==> config.mk <==
export PLATFORM = sky130hd
export DESIGN_NAME = load_addr_queue
export DESIGN_NICKNAME = d
export VERILOG_FILES = /design/src/rtl/load_addr_queue.sv
export SDC_FILE = /design/constraint.sdc
export NUM_CORES = 1
export LEC_CHECK = 0
export ABC_CLOCK_PERIOD_IN_PS = 2850
export CORE_AREA = 2 2 156 158
export DETAILED_ROUTE_END_ITERATION = 12
export DIE_AREA = 0 0 158 160
export DONT_BUFFER_PORTS = 1
export GPL_ROUTABILITY_DRIVEN = 0
export SLEW_MARGIN = 20
export SYNTH_ARGS = -nofsm -noshare
export SYNTH_HDL_FRONTEND = slang
export SYNTH_SLANG_ARGS = --single-unit
==> constraint.sdc <==
create_clock -name clock -period 2.85 [get_ports clock]
set_clock_uncertainty 0.05 [all_clocks]
set_input_delay 0.4275 -clock clock [delete_from_list [all_inputs] [get_ports clock]]
set_output_delay 0.4275 -clock clock [all_outputs]
set_load 0.05 [all_outputs]
==> src/rtl/load_addr_queue.sv <==
// Load address queue: forms effective address and byte mask, then buffers
// load packets in order while tracking branch masks for resolve/squash.
module load_addr_queue #(
    parameter int DEPTH  = 4,
    parameter int ADDR_W = 32,
    parameter int BYTES  = 4,
    parameter int BM_W   = 4,
    parameter int TAG_W  = 6,
    parameter int SQ_W   = 3
) (
    input  logic              clock,
    input  logic              reset,
    input  logic              in_valid,
    output logic              in_ready,
    input  logic [ADDR_W-1:0] in_base,
    input  logic [ADDR_W-1:0] in_offset,
    input  logic [2:0]        in_func,
    input  logic [TAG_W-1:0]  in_dest,
    input  logic [BM_W-1:0]   in_bm,
    input  logic [SQ_W-1:0]   in_sq_tail,
    output logic              out_valid,
    input  logic              out_ready,
    output logic [ADDR_W-1:0] out_addr,
    output logic [BYTES-1:0]  out_mask,
    output logic              out_misalign,
    output logic [2:0]        out_func,
    output logic [TAG_W-1:0]  out_dest,
    output logic [SQ_W-1:0]   out_sq_tail,
    output logic [BM_W-1:0]   out_bm,
    input  logic [BM_W-1:0]   b_resolve,
    input  logic              b_mispred
);

    localparam int PW = $clog2(DEPTH);
    localparam int OW = $clog2(BYTES);
    localparam logic [PW:0] FULL = (PW+1)'(DEPTH);

    logic [PW-1:0]     head;
    logic [PW-1:0]     tail;
    logic [PW:0]       count;
    logic [DEPTH-1:0]  e_valid;
    logic [DEPTH-1:0]  e_mis;
    logic [ADDR_W-1:0] e_addr [DEPTH];
    logic [BYTES-1:0]  e_mask [DEPTH];
    logic [2:0]        e_func [DEPTH];
    logic [TAG_W-1:0]  e_dest [DEPTH];
    logic [BM_W-1:0]   e_bm   [DEPTH];
    logic [SQ_W-1:0]   e_sq   [DEPTH];

    logic [ADDR_W-1:0] sum;
    logic [7:0]        base_mask;
    logic [15:0]       wide;
    logic              too_big;
    logic [BYTES-1:0]  new_mask;
    logic              new_mis;
    logic              nonempty;
    logic              head_hit;
    logic              in_hit;
    logic              push;
    logic              pop;

    assign sum = in_base + in_offset;

    always_comb begin
        base_mask = 8'h00;
        unique case (in_func[1:0])
            2'd0: base_mask = 8'h01;
            2'd1: base_mask = 8'h03;
            2'd2: base_mask = 8'h0F;
            2'd3: base_mask = 8'hFF;
        endcase
    end

    // Bits pushed above the bus width flag a boundary-crossing access
    assign wide     = {8'h00, base_mask} << sum[OW-1:0];
    assign too_big  = (in_func[1:0] == 2'd3) && (BYTES == 4);
    assign new_mask = too_big ? '0 : wide[BYTES-1:0];
    assign new_mis  = too_big | (|(wide >> BYTES));

    assign nonempty = (count != '0);
    assign head_hit = b_mispred & (|(e_bm[head] & b_resolve));
    assign in_hit   = b_mispred & (|(in_bm & b_resolve));

    assign in_ready  = (count != FULL);
    assign out_valid = nonempty & e_valid[head] & ~head_hit;

    assign push = in_valid & in_ready;
    assign pop  = nonempty &
                  ((out_valid & out_ready) | ~e_valid[head] | head_hit);

    assign out_addr     = e_addr[head];
    assign out_mask     = e_mask[head];
    assign out_misalign = nonempty & e_mis[head];
    assign out_func     = e_func[head];
    assign out_dest     = e_dest[head];
    assign out_sq_tail  = e_sq[head];
    assign out_bm       = nonempty ? (e_bm[head] & ~b_resolve) : '0;

    always_ff @(posedge clock) begin
        if (reset) begin
            head    <= '0;
            tail    <= '0;
            count   <= '0;
            e_valid <= '0;
        end else begin
            for (int i = 0; i < DEPTH; i++) begin
                if (e_valid[i] && b_mispred && |(e_bm[i] & b_resolve))
                    e_valid[i] <= 1'b0;
            end
            if (pop) begin
                e_valid[head] <= 1'b0;
                head          <= head + PW'(1);
            end
            if (push) begin
                e_valid[tail] <= ~in_hit;
                tail          <= tail + PW'(1);
            end
            unique case ({push, pop})
                2'b10:   count <= count + (PW+1)'(1);
                2'b01:   count <= count - (PW+1)'(1);
                default: count <= count;
            endcase
        end
    end

    // Payload needs no reset; validity is tracked separately above
    always_ff @(posedge clock) begin
        for (int i = 0; i < DEPTH; i++) begin
            if (e_valid[i] && !b_mispred && |(e_bm[i] & b_resolve))
                e_bm[i] <= e_bm[i] & ~b_resolve;
        end
        if (push) begin
            e_addr[tail] <= sum;
            e_mask[tail] <= new_mask;
            e_mis[tail]  <= new_mis;
            e_func[tail] <= in_func;
            e_dest[tail] <= in_dest;
            e_bm[tail]   <= in_bm & ~b_resolve;
            e_sq[tail]   <= in_sq_tail;
        end
    end

endmodule

==> reports/metrics.csv <==
stage;metric;value;unit
global_routing;global-route wire length before repair;34.2;mm
final_layout;post-layout instance area;12000;um^2
pwr;Reg power frac;0.375;
min_path;Hold Crit Depth;1;
synthesis;cell count after synthesis;679;
drt;met3 wire length;1.39;mm
global_routing;total congestion overflow;0;
final_layout;fin nets;867;
cts;total CTS buffers;25;
floorplanning;# IOs;144;
timing;Slew Limit Fails;0;
pwr;sw frac;0.382;
pwr;VDD IR-drop max;0.000530;V
cts;CTS tree;yes;
cts;register clock-pin slew on the reported worst setup and hold paths;0.06;ns
global_routing;Tot GR Track Use;0.174;
synthesis;Seq/Total Area, Yosys;0.636;
global_routing;largest net degree at the start of global routing;54;
timing;fmax;363;MHz
drt;WL/cell;20.2;um
synthesis;syn_nets;810;
timing;Hold WS;0.0446;ns
final_layout;Area Overhead vs Synth;14.9;%
floorplanning;Core Area;23800;um^2
drt;DRC viols;0;
floorplanning;Initial Util;0.437;
floorplanning;# rows;57;
timing;RSZ-0062 raised after global routing;true;
placement;detailed placement HPWL;14.3;mm
final_layout;final core utilization;0.503;
pwr;combinational cell fraction of total power;0.379;
final_layout;n_diodes;0;
drt;DRT met1 WL;8.66;mm
synthesis;top_reg_cell synth;edfxtp_1;
global_routing;initial antenna violation count;0;
timing;Final period util;0.967;
placement;Placed Instances;1019;
critical_path;Slowest-stage cell, CP;mux4_2;
status;outcome;finished clean;
pwr;PwrDens;958;nW/um^2
critical_path;Crit Path Class;flip-flop to output port;
timing;count of final setup violators;0;
synthesis;Yosys warnings;0;
critical_path;Worst setup SP type;flip-flop;
drt;initial detailed-routing violation count;432;
critical_path;r2r setup slk;0.16;ns
critical_path;crit-path max FO;3;
synthesis;area of the mapped netlist;10400;um^2
pwr;Internal;7.08;mW
floorplanning;Die ar.;25300;um^2
timing;Worst Tran Pin Value;0.748;ns
pwr;P_leak;4.07;nW
critical_path;slowest stage delay, CP;0.50;ns
synthesis;Avg Inst Size Synth;15.3;um^2
synthesis;Netlist cell types;53;
critical_path;crit path DAT;2.28;ns
drt;first-pass iteration count of the detailed router;4;
cts;clock buffer depth;3;
final_layout;most frequent cells in the layout;edfxtp_1, nand2_1, a21oi_1;
drt;met2 WL;11.3;mm
cts;worst skew pair latency;0.51;ns
critical_path;endpoint class of the critical path;output port;
final_layout;share of post-route cells with drive strength above 1;0.192;
min_path;Hold WC Path Type;input port to flip-flop;
placement;placed cell areas;11100;um^2
synthesis;Async SR Flop Fraction;0;
timing;max_slew headroom;0.501;
critical_path;CP Cell Sequence;mux4_2 -> a22o_1 -> a221oi_2 -> o21ai_2 -> nor2_1 -> buf_6;
final_layout;leading cell type in the layout, fill and taps excluded;edfxtp_1;
synthesis;EDFF count, synth;212;
cts;H-tree levels;1;
critical_path;reg2reg end;count[2];
final_layout;Layout Cells excl Fill;1079;
min_path;hold_sp;b_resolve[2];
global_routing;vias in the first global route;6354;
critical_path;reg2reg start;e_bm[3][0];
critical_path;worst r2r path cells;12;
timing;Fin. Hold Viols;0;
drt;final WL;21.8;mm
run;max_cap viols;0;
timing;Final min period;2.76;ns
drt;via count;6036;
placement;port bufs;0;
floorplanning;Die X;158;um
cts;clock sink count;225;
pwr;reported net switching power;4.38;mW
floorplanning;Die Height;160;um
pwr;Clk pwr share;0.246;
critical_path;Critical Path RT;2.37;ns
drt;top routing layer in use;met4;
min_path;WHS Endpoint;e_bm[0][2];
drt;Post-DRT Antenna Nets;0;
synthesis;FF+latch count, synth;225;
drt;vias per std cell;5.59;
cts;root buffer cell;clkbuf_16;
-- how the worst max path moves through the flow --
stage	startpoint	endpoint	slack, ns	cells past startpoint
after CTS	flip-flop	out_valid	0.02	6
after floorplan	in_base[0]	e_addr[0][28]	0.03	11
after global placement	in_base[0]	e_addr[0][28]	-0.11	11
after detailed placement	in_base[0]	e_addr[0][28]	-0.19	11
final	e_bm[3][0]	out_valid	0.09	6
after global routing	flip-flop	out_valid	-0.02	6
-- cell usage after synthesis, types with 2 or more instances --
library cell,n,share of area
mux2i_1,2,0.0019
o21bai_1,7,0.0050
nand2_1,59,0.021
a211oi_1,7,0.0050
o21a_1,6,0.0043
a21o_1,18,0.013
o21ai_0,16,0.0077
nor2b_1,3,0.0018
nor3b_1,5,0.0036
nor3_1,5,0.0024
a31oi_1,2,0.0012
and2_1,2,0.0012
nand3_1,7,0.0034
fa_1,2,0.0038
nor2_1,38,0.014
o2111ai_1,5,0.0042
a22o_1,6,0.0050
clkbuf_1,12,0.0043
buf_1,3,0.0011
xor2_1,9,0.0076
or3_1,4,0.0024
o21ai_2,2,0.0017
a221oi_1,6,0.0050
mux4_2,54,0.12
and3_1,2,0.0012
ha_1,40,0.048
buf_2,2,0.00096
nor2_2,2,0.0012
a21oi_1,57,0.027
o21ai_1,6,0.0029
edfxtp_1,212,0.61
dfxtp_1,13,0.025
inv_1,25,0.0090
nand2b_1,3,0.0018
xnor2_1,19,0.016
-- worst max-delay path: cells and delay by family, from the launching register on --
kind | cells | cell delay, ns
AND/OR/NAND/NOR | 1 | 0.13
flip-flops | 1 | 0.42
AO/OA/AOI/OAI | 3 | 0.55
buffers and inverters | 1 | 0.17
multiplexers | 1 | 0.50
-- power groups by stage --
stage,clock (mW),combinational [mW],sequential (mW)
finish,2.82,4.34,4.30
global route,3.05,4.63,4.34
CTS,2.91,4.41,4.31
detailed placement,0,4.37,4.38
global placement,0,4.30,4.35
floorplan,0,3.57,4.32
-- logic make-up after synthesis --
family / Yosys count / synth area share
AO/OA/AOI/OAI: 150 / 0.0956
XOR/XNOR: 28 / 0.0235
adder cells (fa/ha/maj): 42 / 0.0519
buffers and inverters: 44 / 0.0168
flip-flops: 225 / 0.636
multiplexers: 56 / 0.119
AND/OR/NAND/NOR: 134 / 0.0572
-- state kept, by name, indices dropped and copies added (netlist names), named ones only --
register / cells
e_mask: 16
e_mis: 4
e_bm: 16
e_sq: 12
e_valid: 4
count: 3
head: 2
e_addr: 128
tail: 2
e_dest: 24
e_func: 12
-- layout make-up --
class,count,area [um^2]
Inverter,26,113
Sequential cell,225,6630
Fill cell,2048,11900
Clock inverter,11,56.3
Clock buffer,35,663
Timing Repair Buffer,48,454
Tap cell,324,405
Multi-Input combinational cell,410,3650
-- per-layer routing --
metal | vias to the layer above | GRT usage
li1 | 2788 | -
met1 | 3039 | 0.213
met2 | 174 | 0.309
met3 | 35 | 0.0437
met4 | 0 | 0.0434
met5 | - | 0
-- stage by stage --
stage	setup slack [ns]	setup TNS, ns	power, mW
floorplan	0.0325	0	7.89
global placement	-0.112	-0.736	8.65
detailed placement	-0.194	-1.90	8.75
CTS	0.0236	0	11.6
global route	-0.0154	-0.0154	12.0
finish	0.0942	0	11.5
-- repair_timing --
action                                 4_1_cts  5_1_grt
cloned                                       0        0
buffers inserted                             0        1
pin swaps                                    0        3
endpoints found under the hold margin       57        0
resized for setup                            2        4
hold buffers                                13        0
setup endpoints to repair                   48        3
No activity file was read; power rests on OpenSTA's default activity.
